<file path="config.mk">
export PLATFORM = sky130hd
export DESIGN_NAME = fifo_sync
export DESIGN_NICKNAME = d
export VERILOG_FILES = /design/src/rtl/fifo_sync_pkg.sv /design/src/rtl/fifo_sync_mem.sv /design/src/rtl/fifo_sync.sv
export SDC_FILE = /design/constraint.sdc
export NUM_CORES = 1
export LEC_CHECK = 0
export CELL_PAD_IN_SITES_DETAIL_PLACEMENT = 1
export CELL_PAD_IN_SITES_GLOBAL_PLACEMENT = 2
export CORE_MARGIN = 2
export CORE_UTILIZATION = 47
export CTS_CLUSTER_SIZE = 10
export DETAILED_ROUTE_END_ITERATION = 16
export GPL_TIMING_DRIVEN = 0
export PLACE_DENSITY_LB_ADDON = 0.1
export SLEW_MARGIN = 20
export SYNTH_ARGS = -nofsm -noshare
export SYNTH_HDL_FRONTEND = slang
export SYNTH_HIERARCHICAL = 1
export SYNTH_SLANG_ARGS = --single-unit
</file>
<file path="constraint.sdc">
create_clock -name clk_i -period 3.2 [get_ports clk_i]
set_clock_uncertainty 0.05 [all_clocks]
set_input_delay 0.48 -clock clk_i [delete_from_list [all_inputs] [get_ports clk_i]]
set_output_delay 0.48 -clock clk_i [all_outputs]
set_load 0.01 [all_outputs]
</file>
<file path="src/rtl/fifo_sync_pkg.sv">
// fifo_sync_pkg: shared default sizing for the synchronous FIFO.
//   DEFAULT_DEPTH     - number of storage locations (power of two, >= 2)
//   DEFAULT_WIDTH     - data bits per location
//   DEFAULT_PTR_WIDTH - address bits, log2(DEFAULT_DEPTH)
package fifo_sync_pkg;
    localparam int DEFAULT_DEPTH     = 16;
    localparam int DEFAULT_WIDTH     = 8;
    localparam int DEFAULT_PTR_WIDTH = 4;
endpackage

</file>
<file path="src/rtl/fifo_sync_mem.sv">
// fifo_sync_mem: storage array for fifo_sync. Synchronous write port and a
// registered read port; intentionally has no reset so it maps onto RAM.
//   clk_i   - clock
//   we_i    - write enable, waddr_i/wdata_i sampled on the rising edge
//   re_i    - read enable, rdata_o loads mem[raddr_i] on the rising edge
//   rdata_o - registered read data, holds when re_i is low
module fifo_sync_mem
    import fifo_sync_pkg::*;
#(
    parameter int DEPTH     = DEFAULT_DEPTH,
    parameter int WIDTH     = DEFAULT_WIDTH,
    parameter int PTR_WIDTH = DEFAULT_PTR_WIDTH
) (
    input  logic                 clk_i,
    input  logic                 we_i,
    input  logic [PTR_WIDTH-1:0] waddr_i,
    input  logic [WIDTH-1:0]     wdata_i,
    input  logic                 re_i,
    input  logic [PTR_WIDTH-1:0] raddr_i,
    output logic [WIDTH-1:0]     rdata_o
);
    logic [WIDTH-1:0] mem_q [DEPTH];
    logic [WIDTH-1:0] rdata_q;

    always_ff @(posedge clk_i) begin
        if (we_i) mem_q[waddr_i] <= wdata_i;
        if (re_i) rdata_q <= mem_q[raddr_i];
    end

    assign rdata_o = rdata_q;
endmodule

</file>
<file path="src/rtl/fifo_sync.sv">
// fifo_sync: single-clock FIFO with wrap-toggle pointers, combinational
// full/empty flags and one-cycle error pulses for rejected accesses.
//   clk_i, rst_i      - clock, asynchronous active-high reset
//   wr_en_i, wdata_i  - write request and data
//   full_o            - DEPTH entries stored
//   wr_error_o        - pulse: write rejected because full on previous edge
//   rd_en_i, rdata_o  - read request, registered read data (1-cycle latency)
//   empty_o           - zero entries stored
//   rd_error_o        - pulse: read rejected because empty on previous edge
module fifo_sync
    import fifo_sync_pkg::*;
#(
    parameter int DEPTH     = DEFAULT_DEPTH,
    parameter int WIDTH     = DEFAULT_WIDTH,
    parameter int PTR_WIDTH = DEFAULT_PTR_WIDTH
) (
    input  logic             clk_i,
    input  logic             rst_i,
    input  logic             wr_en_i,
    input  logic [WIDTH-1:0] wdata_i,
    output logic             full_o,
    output logic             wr_error_o,
    input  logic             rd_en_i,
    output logic [WIDTH-1:0] rdata_o,
    output logic             empty_o,
    output logic             rd_error_o
);
    // MSB of each pointer is the wrap toggle; the rest is the address.
    logic [PTR_WIDTH:0] wr_ptr_q, wr_ptr_d;
    logic [PTR_WIDTH:0] rd_ptr_q, rd_ptr_d;
    logic               wr_acc, rd_acc;
    logic               wr_error_q, rd_error_q;
    logic               rd_seen_q;
    logic [WIDTH-1:0]   mem_rdata;

    assign empty_o = (wr_ptr_q == rd_ptr_q);
    assign full_o  = (wr_ptr_q[PTR_WIDTH-1:0] == rd_ptr_q[PTR_WIDTH-1:0]) &&
                     (wr_ptr_q[PTR_WIDTH] != rd_ptr_q[PTR_WIDTH]);

    assign wr_acc = wr_en_i && !full_o;
    assign rd_acc = rd_en_i && !empty_o;

    // Natural overflow of the PTR_WIDTH+1 bit add gives the modulo 2*DEPTH wrap.
    always_comb begin
        wr_ptr_d = wr_ptr_q;
        rd_ptr_d = rd_ptr_q;
        if (wr_acc) wr_ptr_d = wr_ptr_q + 1'b1;
        if (rd_acc) rd_ptr_d = rd_ptr_q + 1'b1;
    end

    always_ff @(posedge clk_i or posedge rst_i) begin
        if (rst_i) begin
            wr_ptr_q   <= '0;
            rd_ptr_q   <= '0;
            wr_error_q <= 1'b0;
            rd_error_q <= 1'b0;
            rd_seen_q  <= 1'b0;
        end else begin
            wr_ptr_q   <= wr_ptr_d;
            rd_ptr_q   <= rd_ptr_d;
            wr_error_q <= wr_en_i && full_o;
            rd_error_q <= rd_en_i && empty_o;
            if (rd_acc) rd_seen_q <= 1'b1;
        end
    end

    // Read and write never hit the same address in one edge: that needs
    // full (write rejected) or empty (read rejected).
    fifo_sync_mem #(
        .DEPTH    (DEPTH),
        .WIDTH    (WIDTH),
        .PTR_WIDTH(PTR_WIDTH)
    ) u_mem (
        .clk_i  (clk_i),
        .we_i   (wr_acc),
        .waddr_i(wr_ptr_q[PTR_WIDTH-1:0]),
        .wdata_i(wdata_i),
        .re_i   (rd_acc),
        .raddr_i(rd_ptr_q[PTR_WIDTH-1:0]),
        .rdata_o(mem_rdata)
    );

    // The RAM read register has no reset; mask it until the first read
    // after reset so rdata_o reads 0 asynchronously under reset.
    assign rdata_o    = rd_seen_q ? mem_rdata : '0;
    assign wr_error_o = wr_error_q;
    assign rd_error_o = rd_error_q;
endmodule

</file>
==> out/metrics.csv <==
stage;metric;value;unit
clock_tree;cts_buffer_depth;2;
clock_tree;root_buffer;clkbuf_16;
synthesis;ys_warn_count;6;
cells_and_area;instances_no_fill;514;
power;total_power;0.00657;W
critical_path;slowest_delay;0.68;ns
critical_path;end_kind;flop;
synthesis;synth-seq-cells;149;
clock_tree;clock_latency;0.42;ns
sta;finalHoldViolCount;0;
cells_and_area;multi_input_area;1470;sq um
synthesis;yosys.area.top_type;edfxtp_1;
global_route;grt_max_degree;17;
power;p_leak;2.34;nW
clock_tree;cts_buffers;17;
die;die-area;13600;sq um
global_route;overflow;0;
critical_path;critPathArrivalTime;2.86;ns
run_status;status;finished, final reports clean;
critical_path;timing.reg2reg.worst_path_depth;6;
critical_path;path_cells;xnor2_2, nand4_4, o21ai_2, inv_1, or3b_2, nor2_1;
synthesis;synth_edf_count;136;
synthesis;post-synth-top-count-cell;edfxtp_1;
global_route;grt_pass1_vias;2815;
route;num_vias;2811;
sta;finalSetupViolations;0;
clock_tree;clk_pin_slew;0.06;ns
cells_and_area;area_growth;17.8;%
cells_and_area;nets;345;
cells_and_area;drive_above_1_share;19.6;%
die;die_h;117;um
route;drt-total-wl;12.0;mm
sta;min_period_over_period;89.7;%
global_route;grt_util_all_layers;19.4;%
sta;fmax;349;MHz
clock_tree;post_cts_buffers;0;
die;pin_count;24;
sta;tightest_slew;0.866;ns
critical_path;startpoint_type;flop;
sta;min_period;2.87;ns
clock_tree;post_cts_resized;0;
synthesis;yosysUniqueCellTypes;30;
route;firstDrtPassIters;4;
global_route;grt_pass1_wl;17.9;mm
power;p_per_area;937;nW/um^2
synthesis;synth_top_area_share;68.5;%
placed_design;dp_cells;484;
route;ant_nets;0;
synthesis;seq_area_frac_synth;74.0;%
synthesis;synth_ff_type;edfxtp_1;
synthesis;netlist_top_cells_count;edfxtp_1 (136), mux4_2 (18), a22oi_1 (16), nor2_1 (15), mux4_1 (14);
synthesis;syn_area_per_cell;20.6;sq um
synthesis;synthArstFlopShare;8.72;%
die;start_util;47.6;%
sta;slew-limit-headroom;42.1;%
placed_design;place.gp.congestion;0.723;
synthesis;synth_area_leaders;edfxtp_1 (69%), mux4_2 (6.8%), mux4_1 (6.2%), dfrtp_1 (5.5%), a22oi_1 (2.0%);
global_route;antenna_found_initial;0;
clock_tree;cts_tree;done;
min_path;hp-class;input port to asynchronous set/reset pin;
synthesis;syn_area;5960;sq um
critical_path;cp_max_fo;11;
sta;rsz0062_at_grt;false;
critical_path;regToRegSetupSlack;0.33;ns
placed_design;dp_hpwl;7.72;mm
critical_path;cpMaxStageDelayCell;dfrtp_1;
job;maxCapViolCount;0;
cells_and_area;regArea;4410;sq um
critical_path;critPathRequiredTime;3.19;ns
placed_design;port_buffers;23;
cells_and_area;antenna_cells;0;
route;wl_per_cell;23.4;um
die;die_x;117;um
critical_path;worstSetupPathType;flop to flop;
die;core_area;12500;sq um
clock_tree;cts_sinks;149;
route;vias_per_cell;5.47;
power;ir_drop;0.000523;V
die;core.rowCount;41;
route;drc;0;
synthesis;synth_cells;289;
clock_tree;hold_buffers;0;
sta;drv_slew;0;
route;drt_iter0_markers;156;
cells_and_area;fill_cells;1114;
synthesis;synth.net_count;303;
clock_tree;htree_levels;4;
## power breakdown
part	leakage, nW	internal (W)	switching (W)
sequential	1.39	0.00246	0.000241
clock	0.280	0.00129	0.000726
combinational	0.668	0.000895	0.000962
total	2.34	0.00464	0.00193
## area by class of cell
| type | instances | share of cell area (%) |
|---|---|---|
| plain buffers | 10 | 1.23 |
| clock buffers | 19 | 6.17 |
| clock inverters | 11 | 2.28 |
| inverters | 3 | 0.160 |
| multi-input cells | 127 | 21.0 |
| flip-flops and latches | 149 | 62.8 |
| well taps | 172 | 3.07 |
| repair buffers | 23 | 3.28 |
## metrics by stage
stage / hold WS, ns / setup slack, ns / instance area [sq um] / util [%] / setup TNS, ns
6_report: 0.361 / 0.331 / 7020 / 56.1 / 0
5_1_grt: 0.423 / 0.137 / 7020 / 56.1 / 0
4_1_cts: 0.371 / 0.323 / 7020 / 56.1 / 0
3_5_place_dp: 0.511 / 0.285 / 6420 / 51.3 / 0
3_3_place_gp: 0.501 / -0.109 / 6400 / 51.2 / -0.868
2_1_floorplan: 0.307 / 0.655 / 5960 / - / 0
## routing by layer
metal | part of all wire, % | vias up | global-route usage (%)
li1 | - | 1264 | -
met1 | 45 | 1460 | 28.1
met2 | 48 | 75 | 28.8
met3 | 6.2 | 12 | 4.98
met4 | 1.4 | 0 | 7.29
met5 | 0 | - | 0
## cell families (layout without fill, tap and decap cells)
logic type,after synthesis,in the layout,synth area share (%)
xor gates and xnor gates,14,14,2.69
and+or+nand+nor,53,53,4.81
muxes,34,34,13.4
buffers and inverters,13,66,1.64
DFF,149,149,74.0
adders and majority gates,2,2,0.420
AOI/OAI and AO/OA,24,24,3.09
## path summary, 6_finish.rpt
| path | from | to |
|---|---|---|
| setup / recovery | wr_ptr_q[0] | u_mem/mem_q[3][2] |
| hold / removal | rst_i | rd_ptr_q[2] |
| setup reg to reg | wr_ptr_q[0] | u_mem/mem_q[3][2] |
| hold reg to reg | wr_ptr_q[4] | wr_ptr_q[4] |
| max in group asynchronous | rst_i | wr_ptr_q[1] |
| min in group clk_i | wr_ptr_q[4] | wr_ptr_q[4] |
## critical path: cells and delay by family, from the launching register on
| kind | cells | cell delay, ns |
|---|---|---|
| AO/OA/AOI/OAI | 1 | 0.10 |
| XOR/XNOR | 1 | 0.15 |
| buffers and inverters | 1 | 0.14 |
| flip-flops | 1 | 0.68 |
| AND/OR/NAND/NOR | 3 | 1.36 |
## flip-flops by register name (all words and copies together), names as in the netlist
register	flops
rd_error_o	1
rd_ptr_q	5
rd_seen_q	1
u_mem/mem_q	128
u_mem/rdata_o	8
wr_error_o	1
wr_ptr_q	5
## cells in the final DEF, fill, tap and decap left out, drive strengths merged
cell type,count
edfxtp,136
mux4,32
clkdlybuf4s50,23
clkbuf,19
a22oi,16
nor2,15
dfrtp,13
xnor2,13
and2,12
nand2,9
buf,7
o211ai,5
bufinv,4
nor3,4
clkinv,4
inv,3
and3,3
nand2b,3
clkinvlp,3
clkdlybuf4s25,3
o21ai,2
mux2,2
ha,2
nand3b,2
xor2,1
nand4,1
o2111ai,1
nor2b,1
and2b,1
nand3,1
or3b,1
Note: power is estimated with default switching activity, not from simulation.
